`src/rtl/serial_sub4.sv`:
```
// serial_sub4: bit-serial subtractor computing {bout,diff} = a - b - bin, LSB first,
// using one full-subtractor cell and a borrow flop; one result per WIDTH+2 cycles.
//
//   state | meaning
//   ------+---------------------------------------------------------------
//   IDLE  | waiting for start; operands and borrow-in load on accept
//   SHIFT | one difference bit per clock, busy=1, WIDTH cycles
//   DONE  | one-cycle done pulse, diff/bout hold the new result
module serial_sub4 #(
    parameter int WIDTH = 4
) (
    input  logic             clk,
    input  logic             rst,
    input  logic             start,
    input  logic [WIDTH-1:0] a,
    input  logic [WIDTH-1:0] b,
    input  logic             bin,
    output logic             busy,
    output logic             done,
    output logic [WIDTH-1:0] diff,
    output logic             bout
);

    localparam int CW = $clog2(WIDTH) + 1;

    typedef enum logic [1:0] {
        IDLE  = 2'd0,
        SHIFT = 2'd1,
        DONE  = 2'd2
    } state_t;

    state_t           state;
    state_t           state_nxt;

    // areg doubles as the result shift register: each consumed minuend bit
    // leaves at the LSB while the matching difference bit enters at the MSB.
    logic [WIDTH-1:0] areg;
    logic [WIDTH-1:0] breg;
    logic             brw;
    logic [CW-1:0]    cnt;

    logic             d_bit;
    logic             brw_nxt;
    logic             last_bit;

    assign d_bit    = areg[0] ^ breg[0] ^ brw;
    assign brw_nxt  = (~areg[0] & breg[0]) | (~(areg[0] ^ breg[0]) & brw);
    assign last_bit = (cnt == CW'(WIDTH - 1));

    always_ff @(posedge clk) begin
        if (rst) begin
            state <= IDLE;
        end else begin
            state <= state_nxt;
        end
    end

    always_comb begin
        state_nxt = state;
        busy      = 1'b0;
        done      = 1'b0;
        case (state)
            IDLE: begin
                if (start) begin
                    state_nxt = SHIFT;
                end
            end
            SHIFT: begin
                busy = 1'b1;
                if (last_bit) begin
                    state_nxt = DONE;
                end
            end
            DONE: begin
                done      = 1'b1;
                state_nxt = IDLE;
            end
            default: begin
                state_nxt = IDLE;
            end
        endcase
    end

    always_ff @(posedge clk) begin
        if (rst) begin
            areg <= '0;
            breg <= '0;
            brw  <= 1'b0;
            cnt  <= '0;
            diff <= '0;
            bout <= 1'b0;
        end else begin
            case (state)
                IDLE: begin
                    if (start) begin
                        areg <= a;
                        breg <= b;
                        brw  <= bin;
                        cnt  <= '0;
                    end
                end
                SHIFT: begin
                    areg <= {d_bit, areg[WIDTH-1:1]};
                    breg <= {1'b0, breg[WIDTH-1:1]};
                    brw  <= brw_nxt;
                    cnt  <= cnt + 1'b1;
                    // Outputs only ever see a complete result.
                    if (last_bit) begin
                        diff <= {d_bit, areg[WIDTH-1:1]};
                        bout <= brw_nxt;
                    end
                end
                default: begin
                end
            endcase
        end
    end

endmodule
```
`config.mk`:
```
export PLATFORM = sky130hd
export DESIGN_NAME = serial_sub4
export DESIGN_NICKNAME = d
export VERILOG_FILES = /design/src/rtl/serial_sub4.sv
export SDC_FILE = /design/constraint.sdc
export NUM_CORES = 1
export LEC_CHECK = 0
export ABC_AREA = 1
export CORE_ASPECT_RATIO = 1.4
export CORE_MARGIN = 10
export CORE_UTILIZATION = 40
export DETAILED_ROUTE_END_ITERATION = 8
export PLACE_DENSITY = 0.75
export SETUP_SLACK_MARGIN = 0.02
export SKIP_LAST_GASP = 1
export SYNTH_ARGS = -nofsm -noshare
export SYNTH_HDL_FRONTEND = slang
export SYNTH_SLANG_ARGS = --single-unit
```
`constraint.sdc`:
```
create_clock -name clk -period 3.89 [get_ports clk]
set_clock_uncertainty 0.2 [all_clocks]
set_input_delay 0.778 -clock clk [delete_from_list [all_inputs] [get_ports clk]]
set_output_delay 0.778 -clock clk [all_outputs]
set_load 0.05 [all_outputs]
```
# After elaboration in Yosys (flattened, before gate mapping)
# Cells that the tools add are included.
[op_classes]
n_bitwise = 7
muxes = 13
n_addsub = 1
reduce_logical = 5
n_eq_ne = 5
[ops]
columns = ["cell", "n"]
rows = [
  ["4-bit case mux with 2 select lines", 2],
  ["4-bit two-way mux", 2],
  ["3-bit case mux with 2 select lines", 1],
  ["2-bit AND reduction", 3],
  ["2-bit two-way mux", 2],
  ["2-bit != test (second input constant)", 2],
  ["2-bit case mux with 2 select lines", 1],
  ["3-bit by 1-bit adder with 3-bit output (second input constant)", 1],
  ["3-bit by 2-bit == test with 1-bit output (second input constant)", 1],
  ["1-bit two-way mux", 3],
  ["3-bit two-way mux", 1],
  ["1-bit AND", 2],
  ["2-bit by 1-bit == test with 1-bit output (second input constant)", 1],
  ["2-bit == test (second input constant)", 1],
  ["2-bit zero test", 1],
  ["1-bit NOT", 2],
  ["1-bit case mux with 2 select lines", 1],
  ["2-bit nonzero test", 1],
  ["1-bit XOR", 2],
  ["1-bit OR", 1],
]
[word_totals]
word_cells = 38
out_inout_bits = 7
inputBits = 12
ff_bits = 19

# Depth between registers and ports, before layout
# Gate-level depths: netlist (run 1).
[depth]
depth_word = 5
mapped_depth = 7
mapped_depth_nobuf = 7

# Worst setup path after synthesis (run 1)
# No wires, ideal clock.
[synth_timing]
path_type = "register -> output"
from = "register state[0]"
to = "output port done"
arrival_ns = 1.082
path_slack_ns = 1.830
stages_incl_launch_ff = 3
required_time_ns = 2.912
path_buffers = 1
cell_sequence = "dfxtp_1 buf_6 nor2_1"
[synth_between]
elab_chain_len = 2
[synth_rtl]
columns = ["element", "line", "rtl"]
rows = [
  ["start: declaration", "32", "state_t state;"],
  ["start signal: assignment", "54", "state <= state_nxt;"],
  ["2-bit == test", "62", "case (state)"],
  ["1-bit two-way mux", "62", ""],
  ["end: declaration", "19", "output logic done,"],
]
# Every way passes these cells.

# Worst setup path after layout (run 1)
[layout_timing]
from = "register state[0]"
to = "output port busy"
[layout_between]
elab_chain_len = 2
[layout_rtl]
columns = ["element", "line", "rtl"]
rows = [
  ["2-bit by 1-bit == test with 1-bit output", "62", ""],
  ["1-bit two-way mux", "62", ""],
  ["end: declaration", "18", "output logic busy,"],
]
# Every way passes these cells.

==> impl_metrics.toml, run 1 <==
[worst_setup_path]
register_to_register_setup_slack_ns = 2.37
critical_path.endpoint_type = "output port"
max_stage_delay_ns = 0.82
setup.worst_path.start = "state[0]"
path_class = "flip-flop to output port"
critical_path.cell_chain = "nand2_4 > inv_2 > clkdlybuf4s50_1"
path_max_fanout = 11
setup.worst_path.start_class = "flip-flop"
critical_path.reg2reg.endpoint = "diff[2]"
reg2reg_start = "state[0]"
critPathSlowestCell = "sky130_fd_sc_hd__clkdlybuf4s50_1"
crit_path_cell_count = 3
path_delay_family = "buffers and inverters"
crit_buf_inv = 2
timing.reg2reg.worst_path_depth = 6
cp_data_required_time_ns = 2.91
critPathCapture = "busy"
cp.arrival_ns = 2.02

[timing]
max_slew_violations = 0
rsz0062_at_grt = "no"
maxClockFrequency_ghz = 0.334
max_slew_margin_pct = 66.7
final_cycle_utilization_of_the_critical_path_pct = 77.0
setup_total_negative_slack_ns = 0
fin_crit_ns = 3.00
tightestPinTransition_ns = 0.497
setup_viol = 0
layout_setup_ws_ns = 0.893
timing.final.hold_violations = 0

[clocking]
cts_buffers = 3
post_cts_resized = 0
htree_levels = 1
tritoncts = "yes"
postCtsHoldBufs = 0
insertion_delay_ns = 0.30
cts.root.buffer_cell = "sky130_fd_sc_hd__clkbuf_4"
clock_path_buffers = 2
clkSlewWorstSetupHoldPaths_ns = 0.11
numClockSinks = 19
post_cts.repair.setup_buffers = 0

[logic_synthesis]
synth.ff_latch_count = 19
synth_sequential_area_ratio_pct = 43.2
synth_commonest_cells = "sky130_fd_sc_hd__nand2_1 (25), sky130_fd_sc_hd__nand3_1 (20), sky130_fd_sc_hd__dfxtp_1 (19)"
yosys.area.top_type = "sky130_fd_sc_hd__dfxtp_1"
ranking_of_synthesized_cells_by_area = "sky130_fd_sc_hd__dfxtp_1 (43%), sky130_fd_sc_hd__nand3_1 (11%), sky130_fd_sc_hd__nand2_1 (11%)"
syn-cell-area_sq_um = 880
synth.most_common_cell = "sky130_fd_sc_hd__nand2_1"
synthesis.area_per_instance_sq_um = 7.39
synthesis.yosys.warnings = 0
synth.net_count = 134
asyncSetResetFlopFracSynth_pct = 0
yosysTopAreaCellShare_pct = 43.2
ys_dominant_reg_cell = "sky130_fd_sc_hd__dfxtp_1"
syn-instance-count = 119
ys_types = 17
synth_edf_count = 0

[run_status]
outcome = "complete, no violations"

[global_route]
first_pass_grt_wire_length_mm = 3.21
via_count_of_the_first_global_routing_pass = 736
grt_use_total_pct = 8.91
remaining_global_route_overflow = 0
antenna_found_initial = 0
pin_count_of_the_biggest_net_entering_global_routing = 12

[power]
overall_power_of_the_completed_layout_mw = 0.379
pwr_density_cell_mw_per_mm2 = 349
peak_supply_drop_mv = 0.175
leak_pwr_nw = 0.479

[routing]
first_pass_drt_iterations = 4
antenna_left = 0
vias = 806
drt_drc_violations_left = 0
route.detailed.vias_per_inst = 5.04
detail_route.wl_per_cell_um = 11.8
drt-initial-drc-count = 18
routed_wl_mm = 1.88

[place]
post-dp-hpwl_mm = 1.49
place_ws_ns = 1.24
place_inst = 156
place_congestion = 0.928
port_bufs = 18

[run]
max_cap_violations = 0

[floorplan]
core_sq_mm = 0.00213
die_area_sq_mm = 0.00450
floorplan.initialDensity_pct = 41.4
std_cell_rows = 20
chipHeight_um = 75.5
ios = 19
fp.dieW_um = 59.6

[final_layout]
nets_finish = 154
area_growth_pct = 23.5
final_core_utilization_pct = 51.1
total_inserted_antenna_cells = 0
final_cells = 160
layout-drive-gt1-share_pct = 7.25

[min_path]
hold_path_class = "flip-flop to flip-flop"
holdPathStages = 2
==> registers in the layout, summed over array words and instances, names as in the netlist <==
| name | cells |
|---|---|
| areg | 4 |
| bout | 1 |
| breg | 4 |
| brw | 1 |
| cnt | 3 |
| diff | 4 |
| state | 2 |
==> power breakdown <==
group / total, mW / internal (mW) / switching, mW
registers: 0.213 / 0.205 / 0.00853
clock network: 0.102 / 0.0400 / 0.0621
logic: 0.0633 / 0.0280 / 0.0353
total: 0.379 / 0.273 / 0.106
==> metal layers <==
layer	wire length, um	vias to the layer above	GRT usage (%)
li1	-	416	-
met1	779	361	9.68
met2	927	24	15.8
met3	136	5	2.33
met4	38	0	3.75
met5	0	-	0
==> worst register-to-register path, cell delays in order, from the launching register on <==
cell and delay, ns:
sky130_fd_sc_hd__dfxtp_1 0.58, sky130_fd_sc_hd__nand2_4 0.16, sky130_fd_sc_hd__inv_2 0.15, sky130_fd_sc_hd__nand3_1 0.15
sky130_fd_sc_hd__inv_1 0.13, sky130_fd_sc_hd__nand2_1 0.06, sky130_fd_sc_hd__nand2_1 0.05
==> cells in the final DEF, fill, tap and decap left out <==
cell type,n
sky130_fd_sc_hd__nand2_1,25
sky130_fd_sc_hd__nand3_1,20
sky130_fd_sc_hd__dfxtp_1,19
sky130_fd_sc_hd__clkdlybuf4s50_1,18
sky130_fd_sc_hd__inv_1,16
sky130_fd_sc_hd__nor2_1,10
sky130_fd_sc_hd__a21oi_1,8
sky130_fd_sc_hd__o21ai_0,6
sky130_fd_sc_hd__inv_2,3
sky130_fd_sc_hd__clkbuf_4,3
sky130_fd_sc_hd__nand2_4,2
sky130_fd_sc_hd__ha_1,2
sky130_fd_sc_hd__o21ai_2,1
sky130_fd_sc_hd__o21a_1,1
sky130_fd_sc_hd__or2_1,1
sky130_fd_sc_hd__a21oi_2,1
sky130_fd_sc_hd__fa_1,1
sky130_fd_sc_hd__clkbuf_1,1
==> per-stage QoR <==
| step | instance area (sq um) | hold slack (ns) |
|---|---|---|
| after floorplan | 880 | 0.228 |
| after global placement | 1060 | 0.249 |
| after detailed placement | 1060 | 0.257 |
| after CTS | 1090 | 0.276 |
| after global routing | 1090 | 0.298 |
| final | 1090 | 0.274 |
==> cell families (layout without fill, tap and decap cells) <==
logic type	after synthesis	after routing	share of synthesized area, %
flip-flops	19	19	43.2
AO/OA/AOI/OAI	17	17	10.8
adder cells (fa/ha/maj)	3	3	5.12
AND/OR/NAND/NOR	58	58	29.6
buffers and inverters	22	41	11.2
==> worst min-delay path by stage <==
stage	start	end	slack, ns
floorplan	cnt[0]	cnt[0]	0.23
global placement	cnt[0]	cnt[0]	0.25
detailed placement	cnt[0]	cnt[0]	0.26
CTS	breg[3]	breg[3]	0.28
global route	diff[2]	diff[2]	0.30
finish	diff[2]	diff[2]	0.27
==> area by class of cell <==
type                            count  area [sq um]
Clock buffer                        4          26.3
Fill cell                         217          1040
Inverter                           19          71.3
Multi-Input combinational cell     78           400
Sequential cell                    19           380
Tap cell                           22          27.5
Timing Repair Buffer               18           180
(Power assumes the default switching activity.)
==> inputs of run 2 (changes only) <==
Settings changed: PLACE_DENSITY 0.75 to 0.78.
Clock period 3.89 ns to 2.69 ns, I/O delays scaled along.
==> run 2 against run 1 <==
Routed wire length is 2.6% higher. Via count is 0.62% higher. First-iteration DRC count is 11% higher. Core utilization is 0.24 points higher. Critical path depth is 1 lower. Die area stayed put. Largest cell class unchanged.
==> impl_metrics.toml, run 2 (same netlist as run 1, synthesis figures left out) <==
[timing]
final_cycle_utilization_of_the_critical_path_pct = 90.5
fin_crit_ns = 2.43
layout_setup_ws_ns = 0.256
tightestPinTransition_ns = 0.498
rsz0062_at_grt = "no"
setup_viol = 0
maxClockFrequency_ghz = 0.411
max_slew_margin_pct = 66.7
timing.final.hold_violations = 0
setup_total_negative_slack_ns = 0
max_slew_violations = 0

[clocking]
cts.root.buffer_cell = "sky130_fd_sc_hd__clkbuf_4"
post_cts.repair.setup_buffers = 0
tritoncts = "yes"
clock_path_buffers = 2
clkSlewWorstSetupHoldPaths_ns = 0.11
insertion_delay_ns = 0.31
numClockSinks = 19
post_cts_resized = 0
cts_buffers = 3
htree_levels = 1
postCtsHoldBufs = 0

[floorplan]
core_sq_mm = 0.00213
chipHeight_um = 75.5
fp.dieW_um = 59.6
std_cell_rows = 20
die_area_sq_mm = 0.00450
ios = 19
floorplan.initialDensity_pct = 41.4

[final_layout]
layout-drive-gt1-share_pct = 8.63
area_growth_pct = 24.0
nets_finish = 155
largest_registers = "areg (4), breg (4), diff (4)"
total_inserted_antenna_cells = 0
final_cell_mix = "sky130_fd_sc_hd__nand2_1 (25), sky130_fd_sc_hd__nand3_1 (20), sky130_fd_sc_hd__dfxtp_1 (19)"
layout.cells.most_common = "sky130_fd_sc_hd__nand2_1"

[place]
port_bufs = 18
place_ws_ns = 0.590
post-dp-hpwl_mm = 1.50
place_congestion = 0.892

[global_route]
pin_count_of_the_biggest_net_entering_global_routing = 12
via_count_of_the_first_global_routing_pass = 797
remaining_global_route_overflow = 0
first_pass_grt_wire_length_mm = 3.28
antenna_found_initial = 0
grt_use_total_pct = 9.30

[routing]
drt_drc_violations_left = 0
drt-initial-drc-count = 20
first_pass_drt_iterations = 4
vias = 811
route.detailed.vias_per_inst = 5.04
detail_route.wl_per_cell_um = 12.0
routed_wl_mm = 1.93
antenna_left = 0

[worst_setup_path]
path_max_fanout = 10
critical_path.cell_chain = "nor2_1 > clkdlybuf4s50_1"
setup.worst_path.start_class = "flip-flop"
path_class = "flip-flop to output port"
cp_data_required_time_ns = 1.95
critical_path.endpoint_type = "output port"
cp.arrival_ns = 1.70
critPathSlowestCell = "sky130_fd_sc_hd__clkdlybuf4s50_1"
max_stage_delay_ns = 0.81

[min_path]
hold_path_class = "flip-flop to flip-flop"

[run_status]
outcome = "complete, no violations"

[power]
pwr_density_cell_mw_per_mm2 = 507
peak_supply_drop_mv = 0.310
leak_pwr_nw = 0.485

[run]
max_cap_violations = 0
run 2: cell count changes in the layout (fill, tap and decap cells not counted):
cell / before / now
sky130_fd_sc_hd__buf_4: 0 / 2
sky130_fd_sc_hd__clkdlybuf4s50_1: 18 / 17
run 2: metrics by stage:
| step | utilization, % | total power, mW | hold slack (ns) | cell area [sq um] | cells |
|---|---|---|---|---|---|
| 2_1_floorplan | - | 0.378 | 0.228 | 880 | 119 |
| 3_3_place_gp | 50.1 | 0.405 | 0.246 | 1060 | 157 |
| 3_5_place_dp | 50.1 | 0.408 | 0.252 | 1060 | 157 |
| 4_1_cts | 51.3 | 0.551 | 0.268 | 1090 | 161 |
| 5_1_grt | 51.3 | 0.578 | 0.296 | 1090 | 161 |
| 6_report | 51.3 | 0.553 | 0.276 | 1090 | 161 |
run 2: final timing paths:
kind                  from  endpoint  slack [ns]  depth (start not counted)
setup / recovery  state[0]      done        0.26                          2
hold / removal     diff[2]   diff[2]        0.28                          2
setup reg to reg  state[0]   diff[2]        1.14                          6
hold reg to reg    diff[2]   diff[2]        0.28                          2
run 2: critical path, delay by kind of cell, from the launching register on:
kind | cells | cell delay [ns]
buf+inv | 1 | 0.81
flops | 1 | 0.44
simple gates | 1 | 0.14
run 2: power breakdown:
group	internal, mW	leakage (nW)	switching, mW
Combinational	0.0413	0.315	0.0522
Sequential	0.296	0.155	0.0121
Clock	0.0579	0.0150	0.0936
Total	0.395	0.485	0.158
run 2: cell type report:
class	instances	area (sq um)
clock buffer	4	26.3
tap	22	27.5
timing repair buffer	19	185
fill	221	1040
sequential	19	380
multi-input combinational	78	400
inverter	19	71.3
run 2: metal layers:
metal | vias up | global-route usage, % | share of wire (%)
li1 | 416 | - | -
met1 | 368 | 9.15 | 42
met5 | - | 0 | 0
met4 | 0 | 6.00 | 2.4
met2 | 22 | 16.7 | 50
met3 | 5 | 2.33 | 5.5
==> inputs of run 3 (changes only) <==
Settings changed: SKIP_LAST_GASP 1 to default.
==> results of run 3 <==
Final layout, timing and power as in run 2 (identical DEF).
==> variant, RTL diff (flow settings as in run 2) <==
The parameter `WIDTH` goes from 4 to 2.
--- a/src/rtl/serial_sub4.sv
+++ b/src/rtl/serial_sub4.sv
@@ -7,7 +7,7 @@
 //   SHIFT | one difference bit per clock, busy=1, WIDTH cycles
 //   DONE  | one-cycle done pulse, diff/bout hold the new result
 module serial_sub4 #(
-    parameter int WIDTH = 4
+    parameter int WIDTH = 2
 ) (
     input  logic             clk,
     input  logic             rst,
Ports: changed (resized a, b and diff); port bits go from 19 to 13. The function was not compared with the original's and may differ.
==> variant against run 2 <==
- routed wire length decreased by 38%
- final area fell by 34%
- maximum frequency fell by 2.0%
- setup slack worse by 0.049 ns
- area after synthesis fell by 39%
- hold slack got worse by 0.012 ns
- total power fell by 25%
- sequential power is 36% lower
- sequential cell count is 7 lower
- critical path type unchanged
==> variant: results (changes against run 2) <==
run status=complete, no violations; Critical Path Sink=busy; starting DRC count in detailed routing=3 (-85%); Total Wirelength=1.20 mm (-38%); top cells by count, synth=15 x nand2_1, 12 x dfxtp_1, 10 x nor2_1, 9 x inv_1, 9 x nand3_1; Vias/cell=4.70 (-6.6%); clock tree buffer count of the final layout=4 (unchanged); count of placed standard cells including taps=101 (-36%); share of synthesized area occupied by flip-flops and latches=44.4% (+1.2 points); number of cells traversed by the worst hold path=1 (-1); overall global routing resource usage=8.18% (-1.1 points); worst slew pin tran=0.509 ns (+0.0111 ns); nets=99 (-36%); Die Area=3240 um^2 (-28%); GPL Wtd Cong=0.875 (-1.9%); minimum setup slack after placement=0.487 ns (-0.103 ns); switching power=113 uW (-28%); area of combinational cells with multiple inputs=258 um^2 (-36%); Worst Reg-to-Reg Cells=5 (-1); start point of the worst hold path=cnt[0]; Syn Nets=82 (-39%); signed area change from the synthesized netlist to the final layout=32.9%; largest net degree at the start of global routing=9 (-3); Pleak=0.000313 uW (-35%); arrival time of data at the critical path endpoint=1.75 ns (+0.05 ns); clk slew on worst S/H paths=0.07 ns (-0.04 ns); worst-path maximum fanout=8 (-2); count of multi-input gates=50 (-36%); share of layout cells above drive strength 1=9.09% (+0.46 points); HPWL after detailed placement=999 um (-33%); Post-Syn Instances=72 (-39%); number of global-route vias before repair=484 (-39%); count of buffers from port buffering=12 (-6); number of unique standard cell types used by synthesis=15 (-2); reg-to-reg endpoint=areg[1]; ranking of synthesized cells by area=dfxtp_1 44%, nand2_1 10%, nand3_1 8.3%, nor2_1 6.9%, inv_1 6.3%; yosys warns=0 (unchanged); Non-clock inverters=10 (-9); first-pass GRT wire length=2.06 mm (-37%); maximum resistive drop on vdd=0.308 mV (-0.62%); tightest hold margin=0.264 ns (-0.0118 ns); post-route non-filler standard cell count=105 (-35%); Register Area=240 um^2 (-37%); Post-Place Cell Area=682 um^2 (-36%); slack of the worst reg-to-reg path=1.23 ns (+0.09 ns); Pre-Repair DR Iteration Count=3 (-1); Final clock-cell share=5.05% (+2.6 points); HP Class=reg2reg; Critical R2R Launch=areg[0]; number of non-clock buffers in the layout=12 (-7); non-clock buffer share of cell area=16.7% (-0.25 points); Endpoint, Worst Hold=cnt[0]; source-to-sink clock delay at the later pin of the worst-skew pair=0.27 ns (-0.04 ns)
==> variant: cell types whose count changed after synthesis, moves of 2 or more <==
cell     delta
nand3_1    -11
nand2_1    -10
dfxtp_1     -7
inv_1       -7
a21oi_1     -4
inv_2       -3
buf_6       -2
==> variant: logic make-up after synthesis <==
logic type | after synthesis | synth area share [%]
AO/OA/AOI/OAI | 10 | 9.72
adder cells (fa/ha/maj) | 2 | 6.02
buffers and inverters | 10 | 7.87
flip-flops | 12 | 44.4
AND/OR/NAND/NOR | 38 | 31.9
==> variant: metal layers <==
layer	routed length (um)	GRT usage (%)	share of wire, %	up-vias
met2	576	13.4	48	14
met1	529	8.15	44	215
met3	57	2.82	4.8	4
li1	-	-	-	261
met5	0	0	0	-
met4	35	6.00	2.9	0
==> variant: power groups by stage <==
stage	combinational, uW	clock (uW)	sequential [uW]
6_report	79.4	140	197
3_3_place_gp	78.6	0	202
5_1_grt	89.9	157	199
3_5_place_dp	80.1	0	202
2_1_floorplan	49.5	0	203
4_1_cts	80.7	146	197
